### src/rtl/uart_button_debounce.sv
// Per-channel 2-FF synchroniser and counter debouncer for push-buttons, with press/release strobes.
// Optional auto-repeat on btn_press when UART_BUTTON_DEBOUNCE_REPEAT_EN is defined.
module uart_button_debounce #(
  parameter int unsigned WIDTH           = 2,
  parameter int unsigned DEBOUNCE_CYCLES = 50000,
  parameter int unsigned CNT_W           = 16,
  parameter bit          ACTIVE_LOW      = 1'b1
`ifdef UART_BUTTON_DEBOUNCE_REPEAT_EN
  ,
  parameter int unsigned REPEAT_DELAY    = 25000000,
  parameter int unsigned REPEAT_PERIOD   = 5000000
`endif
) (
  input  logic             clk,
  input  logic             reset,
  input  logic [WIDTH-1:0] btn_raw,
  output logic [WIDTH-1:0] btn_stable,
  output logic [WIDTH-1:0] btn_pressed,
  output logic [WIDTH-1:0] btn_press,
  output logic [WIDTH-1:0] btn_release
);

  localparam logic [WIDTH-1:0] RELEASED = {WIDTH{ACTIVE_LOW}};
  localparam logic [CNT_W-1:0] CNT_LAST = CNT_W'(DEBOUNCE_CYCLES - 1);

  logic [WIDTH-1:0] s1_q, s2_q;
  logic [WIDTH-1:0] stable_q, stable_d;
  logic [WIDTH-1:0] press_q, press_d;
  logic [WIDTH-1:0] release_q, release_d;
  logic [CNT_W-1:0] cnt_q [WIDTH];
  logic [CNT_W-1:0] cnt_d [WIDTH];

`ifdef UART_BUTTON_DEBOUNCE_REPEAT_EN
  localparam int unsigned REP_W     = 32;
  localparam logic [REP_W-1:0] DELAY_LAST  = REP_W'(REPEAT_DELAY - 1);
  localparam logic [REP_W-1:0] PERIOD_LAST = REP_W'(REPEAT_PERIOD - 1);

  logic [REP_W-1:0] rep_q [WIDTH];
  logic [REP_W-1:0] rep_d [WIDTH];
  logic [WIDTH-1:0] first_q, first_d;
`endif

  // Next-state: debounce counters, accepted level, and strobes
  always_comb begin
    stable_d  = stable_q;
    press_d   = '0;
    release_d = '0;
    for (int unsigned i = 0; i < WIDTH; i++) begin
      cnt_d[i] = cnt_q[i];
      if (s2_q[i] == stable_q[i]) begin
        cnt_d[i] = '0;
      end else if (cnt_q[i] == CNT_LAST) begin
        stable_d[i] = s2_q[i];
        cnt_d[i]    = '0;
        if (s2_q[i] != ACTIVE_LOW) press_d[i]   = 1'b1;
        else                       release_d[i] = 1'b1;
      end else begin
        cnt_d[i] = cnt_q[i] + CNT_W'(1);
      end
    end
`ifdef UART_BUTTON_DEBOUNCE_REPEAT_EN
    first_d = first_q;
    for (int unsigned i = 0; i < WIDTH; i++) begin
      rep_d[i] = rep_q[i];
      if (press_d[i]) begin
        rep_d[i]   = '0;
        first_d[i] = 1'b1;
      end else if ((stable_q[i] != ACTIVE_LOW) && (stable_d[i] != ACTIVE_LOW)) begin
        // Held: first re-pulse after the delay, then at the period
        if (rep_q[i] == (first_q[i] ? DELAY_LAST : PERIOD_LAST)) begin
          press_d[i] = 1'b1;
          rep_d[i]   = '0;
          first_d[i] = 1'b0;
        end else begin
          rep_d[i] = rep_q[i] + REP_W'(1);
        end
      end else begin
        rep_d[i]   = '0;
        first_d[i] = 1'b0;
      end
    end
`endif
  end

  // State registers with synchronous reset to the released level
  always_ff @(posedge clk) begin
    if (reset) begin
      s1_q      <= RELEASED;
      s2_q      <= RELEASED;
      stable_q  <= RELEASED;
      press_q   <= '0;
      release_q <= '0;
      cnt_q     <= '{default: '0};
`ifdef UART_BUTTON_DEBOUNCE_REPEAT_EN
      rep_q     <= '{default: '0};
      first_q   <= '0;
`endif
    end else begin
      s1_q      <= btn_raw;
      s2_q      <= s1_q;
      stable_q  <= stable_d;
      press_q   <= press_d;
      release_q <= release_d;
      cnt_q     <= cnt_d;
`ifdef UART_BUTTON_DEBOUNCE_REPEAT_EN
      rep_q     <= rep_d;
      first_q   <= first_d;
`endif
    end
  end

  assign btn_stable  = stable_q;
  assign btn_pressed = stable_q ^ RELEASED;
  assign btn_press   = press_q;
  assign btn_release = release_q;

endmodule

### config.mk
export PLATFORM = sky130hd
export DESIGN_NAME = uart_button_debounce
export DESIGN_NICKNAME = d
export VERILOG_FILES = /design/src/rtl/uart_button_debounce.sv
export SDC_FILE = /design/constraint.sdc
export NUM_CORES = 1
export LEC_CHECK = 0
export BUFFER_PORTS_ARGS = -buffer_cell sky130_fd_sc_hd__clkbuf_2
export CAP_MARGIN = 5
export CORE_MARGIN = 2
export CORE_UTILIZATION = 40
export CTS_CLUSTER_SIZE = 24
export DETAILED_ROUTE_END_ITERATION = 8
export PLACE_DENSITY_LB_ADDON = 0.25
export SLEW_MARGIN = 40
export SYNTH_ARGS = -nofsm -noshare
export SYNTH_HDL_FRONTEND = slang
export SYNTH_SLANG_ARGS = --single-unit
### constraint.sdc
create_clock -name clk -period 5 [get_ports clk]
set_input_delay 0.25 -clock clk [delete_from_list [all_inputs] [get_ports clk]]
set_output_delay 0.25 -clock clk [all_outputs]
set_load 0.01 [all_outputs]
# Yosys cells after proc, flatten, opt, wreduce, memory -nomap -nowiden
# Cells that the tools add are included.
# totals
output_inout_bits	8
elab_cells	31
register_bits	42
inputBits	4
# classes
addsub	2
muxes	4
n_reduce_logical	6
bitwise_logic	5
eq_ne	4
# ops
operator	n
$add 16x1->16 const B	2
$eq 16x16->1 const B	2
$reduce_or 3->1	4
$mux 1	4
$not 1->1	4
$reduce_and 2->1	2
$eq 1x1->1	2
$not 2->2	1

# Logic depth before layout (Yosys ltp)
# Gate-level depths: netlist of the first run.
# depth
word_depth	3
mapped_depth	7
mapped_depth_nobuf	5

# Worst setup path after synthesis of the first run
# OpenSTA, ideal clock, no wires.
# synth_timing
kind	reg-to-reg
startpoint	reg cnt_q[27] (netlist bit)
endpoint	reg stable_q[0] (netlist: btn_stable[0])
path_buffers	1
arrival_ps	1734
setup_slack_ps	3146
period_less_slack_ps	1854
required_ps	4880
path_stages_with_launch	5
setup_ps	120
path_cell_list	dfxtp_1 or4_1 or4_1 buf_2 a211o_1
# synth_between
elab_chain_cells	2
# synth_rtl
item	line_no	rtl
start: declaration	30	logic [CNT_W-1:0] cnt_q [WIDTH];
start signal: assignment	104	cnt_q <= cnt_d;
$eq 16x16->1	52	end else if (cnt_q[i] == CNT_LAST) begin
$reduce_and 2->1 (no line)	-	
end signal: assignment	101	stable_q <= stable_d;
end: declaration	27	logic [WIDTH-1:0] stable_q, stable_d;
# No other way between the ends.
# A chain may end at the register's enable or synchronous reset.

# Worst setup path in the final report of the first run
# layout_timing
startpoint	reg cnt_q[16] (netlist bit)
endpoint	reg stable_q[0] (netlist: btn_stable[0])
# The elaborated chain is that of the path after synthesis.

==> impl_metrics.yaml, run 1 <==
global_route:
  antenna_found_initial: 0
  grt_max_degree: 16
  grt_pass1_wl_um: 4920
  grt_pass1_vias: 1166
  grt-ovfl-total: 0
  grt_usage: 0.124
drt:
  vias: 1272
  drt-vias-per-instance: 4.95
  drt-initial-drc-count: 80
  routed_wl_um: 2810
  ant_nets: 0
  first_pass_iters: 4
  wl_per_cell_um: 10.9
  drc: 0
critical_path:
  arrival_ns: 2.13
  slowest_stage: "or4_1"
  cp_max_fo: 7
  crit_type: "reg -> reg"
  path_cells: "ha_1 -> nand3_1 -> or4_1 -> a211o_1"
  critPathCaptureType: "flip-flop"
  max_stage_delay_ns: 0.72
  path_delay_family: "simple AND/OR/NAND/NOR gates"
  crit_required_ns: 5.18
  setup.worst_path.start_class: "flip-flop"
  cp_num_buf_inv: 0
synthesis:
  avgSynthCellArea_um2: 9.01
  synth_warnings: 0
  syn-num-nets: 199
  ys_types: 31
  ys_seq_area_frac: 0.483
  syn_area_um2: 1740
  syn-instance-count: 193
  ys_ff_latch: 42
timing:
  max_freq_mhz: 512
  fin_hold_ws_ns: 0.149
  setup-violations-final: 0
  slew_headroom: 0.726
  skew_ns: 0.0122
  tns_ns: 0
  fin_crit_ns: 1.95
  setup_ws_ns: 3.05
  worst_slew_pin_slew_ns: 0.407
  drv_slew: 0
  hold_viol: 0
  finalCritPeriodShare: 0.390
  grt_setup_unrepaired: "no"
power:
  power.switching_mw: 0.116
  switching_share: 0.193
  power.share.clock: 0.430
  power_density_nw_per_um2: 312
  power_frac_comb: 0.012
  p_leak_nw: 0.624
  power_frac_seq: 0.558
  max-vdd-ir-drop_v: 0.000167
  internal-power_mw: 0.488
floorplanning:
  die_w_um: 69.9
  num_io_pins: 12
  initial_utilization: 0.426
  design.die.area_um2: 4890
  coreArea_um2: 4090
  die_h_um: 69.9
  rows: 23
clock_network:
  numCtsBuffers: 5
  clk_pin_slew_ns: 0.08
  worstSkewPairLatency_ns: 0.29
  clock-sinks: 42
  cts_tree: "built"
  cts_resized: 0
  cts_root_buffer: "clkbuf_8"
  htreeDepth: 2
  cts_buffer_depth: 2
  post_cts_buffers: 0
  hold_buffers: 0
cells_and_area:
  stdcell_count: 257
  final_layout_size_suffix_gt1_frac: 0.126
  fillers: 407
  final_nets: 212
  fin_util: 0.474
  area_growth_pct: 11.4
  antennaDiodeCount: 0
status:
  status: "completed"
placement:
  portBuffers: 11
  gp_congestion: 0.745
  pre_cts_slack_ns: 3.06
  place_inst: 249
  hpwl_um: 1980
worst_hold_path:
  min_path_type: "in -> reg"
flow_run:
  maxCapViolations: 0
## synthesized netlist by cell type (all sizes together)
library cell  count  area share
nand3            12       0.035
o31ai             1      0.0043
clkbuf            1      0.0022
or3               2      0.0072
nor4             11       0.043
buf               4       0.014
xnor2            25        0.13
nor2             36       0.078
nand2             9       0.024
or4               4       0.017
nand4b            1      0.0050
nand2b            2      0.0072
or2               4       0.014
a21oi             3      0.0086
xor2              3       0.015
dfxtp            42        0.48
nand4             5       0.018
a21bo             1      0.0058
inv               9       0.019
or4bb             1      0.0065
ha                2       0.014
and2              1      0.0036
a311o             1      0.0058
nor3              9       0.026
a211o             1      0.0050
and3              3       0.012
## path summary, 6_finish.rpt
kind / startpoint / to / slack, ns / cells past startpoint
min reg2reg: s1_q[0] / s2_q[0] / 0.41 / 1
min: btn_raw[0] / s1_q[0] / 0.15 / 2
max: cnt_q[16] / btn_stable[0] / 3.05 / 4
max reg2reg: cnt_q[16] / btn_stable[0] / 3.05 / 4
## cell type report
cell class	instances	area (um2)	area share
clock inverter	2	37.5	0.0194
timing repair buffer	11	55.1	0.0284
tap	50	62.6	0.0323
clock buffer	6	72.6	0.0374
sequential	42	841	0.434
multi-input combinational	137	836	0.431
inverter	9	33.8	0.0174
## sequential cells by signal (all words and copies together) (netlist names)
name	cells
s2_q	2
cnt_q	32
s1_q	2
btn_stable	2
btn_press	2
btn_release	2
## cell families after synthesis
family                   count (synthesis)  share of synthesized area
AND/OR/NAND/NOR                        100                      0.296
XOR/XNOR                                28                      0.141
flip-flops                              42                      0.483
AO/OA/AOI/OAI                            7                     0.0295
adder cells (fa/ha/maj)                  2                     0.0144
buffers and inverters                   14                     0.0360
## stage by stage
stage / instance area [um2] / total power [mW]
after floorplan: 1740 / 0.350
after global placement: 1830 / 0.352
after detailed placement: 1830 / 0.353
after CTS: 1940 / 0.612
after global routing: 1940 / 0.629
final: 1940 / 0.604
## routing by layer
metal	wire length, um	global-route usage
met5	0	0
met4	44	0.0491
met3	82	0.0491
met2	1140	0.188
met1	1540	0.158
## power groups by stage
stage | clock, mW | sequential (mW) | combinational (mW)
floorplan | 0 | 0.345 | 0.00555
global placement | 0 | 0.345 | 0.00733
detailed placement | 0 | 0.345 | 0.00733
CTS | 0.267 | 0.337 | 0.00737
global route | 0.284 | 0.338 | 0.00808
finish | 0.260 | 0.337 | 0.00716
## cells in the final DEF (no fill, tap or decap), types with 5 or more instances in the layout
| cell | count |
|---|---|
| inv_1 | 9 |
| nand3_1 | 12 |
| clkbuf_8 | 5 |
| xnor2_1 | 25 |
| dfxtp_1 | 42 |
| nor4_1 | 10 |
| nand2_1 | 8 |
| nor3_1 | 9 |
| nand4_1 | 5 |
| nor2_1 | 36 |
| clkbuf_2 | 11 |
(Power assumes the default switching activity.)
==> inputs of run 2 (changes only) <==
==> constraint.sdc (replaced) <==
create_clock -name clk -period 1.85 [get_ports clk]
set_input_delay 0.0925 -clock clk [delete_from_list [all_inputs] [get_ports clk]]
set_output_delay 0.0925 -clock clk [all_outputs]
set_load 0.01 [all_outputs]
==> run 2 against run 1 <==
Compared with the run above:
- combinational power rose to 3.8 times the previous value
- critical endpoint unchanged
- core utilization up 4.3 points
- sequential share of layout area decreased by 3.6 points
- largest power group unchanged
==> impl_metrics.yaml, run 2 (synthesis results as in run 1) <==
status:
  status: "completed"
critical_path:
  slowest_stage: "or4_4"
  cp_num_buf_inv: 0
  setup.worst_path.start_class: "flip-flop"
  max_stage_delay_ns: 0.55
  critPathCaptureType: "flip-flop"
  path_cells: "or4_1 -> or4_4 -> a211o_1"
  crit_type: "reg -> reg"
  path_delay_family: "simple AND/OR/NAND/NOR gates"
  r2r_slack_ns: 0.06
  cp_max_fo: 6
  r2r_end: "btn_stable[0]"
  reg2regPathDepth: 3
  rr_startpoint: "cnt_q[27]"
  crit_required_ns: 2.04
  arrival_ns: 1.98
floorplanning:
  coreArea_um2: 4090
  num_io_pins: 12
  die_w_um: 69.9
  initial_utilization: 0.426
  die_h_um: 69.9
  design.die.area_um2: 4890
  rows: 23
placement:
  portBuffers: 11
  gp_congestion: 0.774
  hpwl_um: 2240
  place_area_um2: 1950
clock_network:
  numCtsBuffers: 5
  cts_root_buffer: "clkbuf_8"
  cts_tree: "built"
  htreeDepth: 2
  worstSkewPairLatency_ns: 0.30
  post_cts_buffers: 0
  cts_buffer_depth: 2
  clk_pin_slew_ns: 0.09
  clock-sinks: 42
timing:
  slew_headroom: 0.742
  setup-violations-final: 0
  fin_crit_ns: 1.79
  finalCritPeriodShare: 0.968
  skew_ns: 0.0144
  worst_slew_pin_slew_ns: 0.384
  drv_slew: 0
  hold_viol: 0
  grt_setup_unrepaired: "no"
  max_freq_mhz: 559
drt:
  drt-vias-per-instance: 4.99
  first_pass_iters: 4
  wl_per_cell_um: 11.7
  ant_nets: 0
  routed_wl_um: 3210
  vias: 1366
  drc: 0
  drt-initial-drc-count: 82
cells_and_area:
  layout_commonest_cell: "dfxtp_1"
  final_nets: 229
  antennaDiodeCount: 0
  area_growth_pct: 21.6
  largest_register_ffs: 32
  mostFrequentLayoutCells: "42 x dfxtp_1, 36 x nor2_1, 25 x xnor2_1"
  final_layout_size_suffix_gt1_frac: 0.192
  fin_area_um2: 2110
  largest-register: "cnt_q"
global_route:
  grt-ovfl-total: 0
  grt_pass1_vias: 1301
  antenna_found_initial: 0
  grt_max_degree: 16
  grt_pass1_wl_um: 5580
  grt_usage: 0.141
worst_hold_path:
  min_path_type: "in -> reg"
  worstHoldStart: "reset"
  min_path_cells: 2
  whs_endpoint: "btn_release[0]"
power:
  max-vdd-ir-drop_v: 0.000380
  p_total_mw: 1.80
  power_density_nw_per_um2: 853
  p_leak_nw: 0.736
flow_run:
  maxCapViolations: 0
## run 2: worst register-to-register path, cell delays in order, from the launching register on
cell and delay [ns]:
dfxtp_1 0.31, or4_1 0.52, or4_4 0.55, a211o_1 0.32
## run 2: how the worst max path moves through the flow
stage               slack, ns  startpoint             to  cells past startpoint
floorplan              0.0003   cnt_q[21]  btn_stable[0]                      4
global placement       -0.006   cnt_q[28]  btn_stable[0]                      3
detailed placement      -0.05   cnt_q[21]  btn_stable[0]                      3
CTS                      0.05   cnt_q[21]  btn_stable[0]                      3
global route            0.003   cnt_q[21]  btn_stable[0]                      3
finish                   0.06   cnt_q[27]  btn_stable[0]                      3
## run 2: per-layer routing
metal  vias to the layer above  share of wire  global-route usage
li1                        716              -                   -
met1                       627           0.49               0.175
met2                        18           0.46               0.235
met3                         5          0.033              0.0303
met4                         0          0.015              0.0641
met5                         -              0                   0
## run 2: through the flow
stage	TNS (ns)	hold slack, ns	utilization	worst slack, ns	cells
final	0	0.122	0.517	0.0598	274
after global routing	0	0.147	0.517	0.00342	274
after CTS	0	0.112	0.517	0.0498	274
after detailed placement	-0.137	0.289	0.478	-0.0458	264
after global placement	-0.00554	0.279	0.478	-0.00554	264
after floorplan	0	0.196	-	0.000257	193
## run 2: area by class of cell
type,instances,area [um2]
Sequential cell,42,841
Multi-Input combinational cell,137,840
Tap cell,50,62.6
Clock buffer,5,68.8
Fill cell,406,1970
Inverter,9,33.8
Timing Repair Buffer,28,200
Clock inverter,3,68.8
## run 2: what timing repair did
item	4_1_cts	5_1_grt
setup endpoints to repair	16	0
resized for setup	1	0
hold buffers	2	0
hold endpoints to repair	2	0
## run 2: power by group
group	internal, mW	switching (mW)
Combinational	0.0133	0.0140
Sequential	0.909	0.00290
Clock	0.541	0.324
==> inputs of run 3 (changes only) <==
--- a/config.mk
+++ b/config.mk
@@ -7,11 +7,11 @@
 export LEC_CHECK = 0
 export BUFFER_PORTS_ARGS = -buffer_cell sky130_fd_sc_hd__clkbuf_2
 export CAP_MARGIN = 5
-export CORE_MARGIN = 2
+export CORE_MARGIN = 8
 export CORE_UTILIZATION = 40
 export CTS_CLUSTER_SIZE = 24
 export DETAILED_ROUTE_END_ITERATION = 8
-export PLACE_DENSITY_LB_ADDON = 0.25
+export PLACE_DENSITY_LB_ADDON = 0.12
 export SLEW_MARGIN = 40
 export SYNTH_ARGS = -nofsm -noshare
 export SYNTH_HDL_FRONTEND = slang
==> run 3 against run 2 <==
Compared with the run above:
- sequential power about the same
- sequential share of layout area up 1.9 points
- setup slack got worse by 0.015 ns
- clock skew fell by 0.013 ns
- hold slack better by 0.024 ns
- combinational power fell by 15%
- critical endpoint unchanged
- clock power shrank 37%
- die area grew 37%
- first-iteration DRC count down 15%
- flip-flop and latch count is the same
- non-clock buffer count down 4
==> impl_metrics.yaml, run 3 (synthesis results as in run 1) <==
floorplanning:
  rows: 24
  die_h_um: 81.9
  die_w_um: 81.9
  design.die.area_um2: 6710
  coreArea_um2: 4260
  num_io_pins: 12
  initial_utilization: 0.408
clock_network:
  htreeDepth: 2
  post_cts_buffers: 0
  clk_pin_slew_ns: 0.07
  cts_root_buffer: "clkbuf_8"
  clock-sinks: 42
  cts_tree: "built"
  cts_buffer_depth: 2
  worstSkewPairLatency_ns: 0.28
  numCtsBuffers: 5
power:
  power_density_nw_per_um2: 731
  p_leak_nw: 0.678
  p_total_mw: 1.48
  max-vdd-ir-drop_v: 0.000399
global_route:
  grt_pass1_wl_um: 5920
  grt-ovfl-total: 0
  grt_max_degree: 16
  grt_usage: 0.112
  grt_pass1_vias: 1403
  antenna_found_initial: 0
timing:
  finalCritPeriodShare: 0.976
  setup-violations-final: 0
  skew_ns: 0.00153
  worst_slew_pin_slew_ns: 0.361
  fin_crit_ns: 1.80
  grt_setup_unrepaired: "no"
  fin_hold_ws_ns: 0.146
  slew_headroom: 0.759
  max_freq_mhz: 554
  drv_slew: 0
  hold_viol: 0
  setup_ws_ns: 0.0452
drt:
  ant_nets: 0
  drt-initial-drc-count: 70
  routed_wl_um: 3300
  drc: 0
  first_pass_iters: 4
  vias: 1361
  drt-vias-per-instance: 5.02
  wl_per_cell_um: 12.2
critical_path:
  path_cells: "or4_1 -> or4_4 -> a211o_1"
  max_stage_delay_ns: 0.57
  crit_required_ns: 2.03
  setup.worst_path.start_class: "flip-flop"
  rr_startpoint: "cnt_q[27]"
  cp_max_fo: 4
  crit_type: "reg -> reg"
  path_delay_family: "simple AND/OR/NAND/NOR gates"
  slowest_stage: "or4_4"
  cp-startpoint: "cnt_q[27]"
  cp_num_buf_inv: 0
  arrival_ns: 1.98
  critPathCaptureType: "flip-flop"
placement:
  pre_cts_slack_ns: -0.0556
  portBuffers: 11
  hpwl_um: 2480
  gp_congestion: 0.856
  place_inst: 262
cells_and_area:
  final_layout_size_suffix_gt1_frac: 0.169
  layout_commonest_cell: "dfxtp_1"
  antennaDiodeCount: 0
  largest_register_ffs: 32
  fillers: 406
  fin_util: 0.474
  final_nets: 225
  mostFrequentLayoutCells: "42 x dfxtp_1, 36 x nor2_1, 25 x xnor2_1"
  stdcell_count: 271
  area_growth_pct: 16.1
  largest-register: "cnt_q"
flow_run:
  maxCapViolations: 0
worst_hold_path:
  min_path_type: "in -> reg"
  worstHoldStart: "reset"
status:
  status: "completed"
[run 3: changes by cell type in the layout (fill, tap and decap cells not counted)]
cell and delta:
bufinv_16 -2, buf_12 -1, nor4_2 +1, nor4_1 -1
clkinv_4 -1, clkbuf_1 +2, buf_4 -3
[run 3: routing by layer]
metal	routed length, um	vias up	GRT usage
met5	0	-	0
met4	46	0	0.0439
met3	78	7	0.0328
met2	1810	6	0.212
met1	1370	644	0.111
li1	-	704	-
[run 3: timing repair]
action	4_1_cts	5_1_grt
endpoints found under the setup margin	17	6
cloned	0	0
resized for setup	1	1
pin swaps	0	1
hold endpoints to repair	2	0
hold buffers	2	0
[run 3: path summary, 6_finish.rpt]
| path | slack [ns] | to | cells past startpoint |
|---|---|---|---|
| worst min register to register | 0.41 | s2_q[0] | 1 |
| worst max-delay path | 0.05 | btn_stable[0] | 3 |
| worst min-delay path | 0.15 | btn_release[0] | 2 |
| worst max register to register | 0.05 | btn_stable[0] | 3 |
[run 3: where the power goes]
part	leakage, nW	internal (mW)	switching [mW]
Clock	0.0383	0.260	0.281
Combinational	0.301	0.0105	0.0129
Sequential	0.339	0.909	0.00291
Total	0.678	1.18	0.297
[run 3: metrics by stage]
stage | setup TNS, ns | area [um2]
5_1_grt | 0 | 2020
3_3_place_gp | 0 | 1910
6_report | 0 | 2020
3_5_place_dp | -0.155 | 1910
4_1_cts | 0 | 2010
2_1_floorplan | 0 | 1750
[run 3: area by class of cell]
type,instances,area (um2),share of cell area
multi-input combinational,137,846,0.419
sequential,42,841,0.416
timing repair buffer,24,158,0.0781
clock buffer,7,76.3,0.0378
tap,52,65.1,0.0322
inverter,9,33.8,0.0167
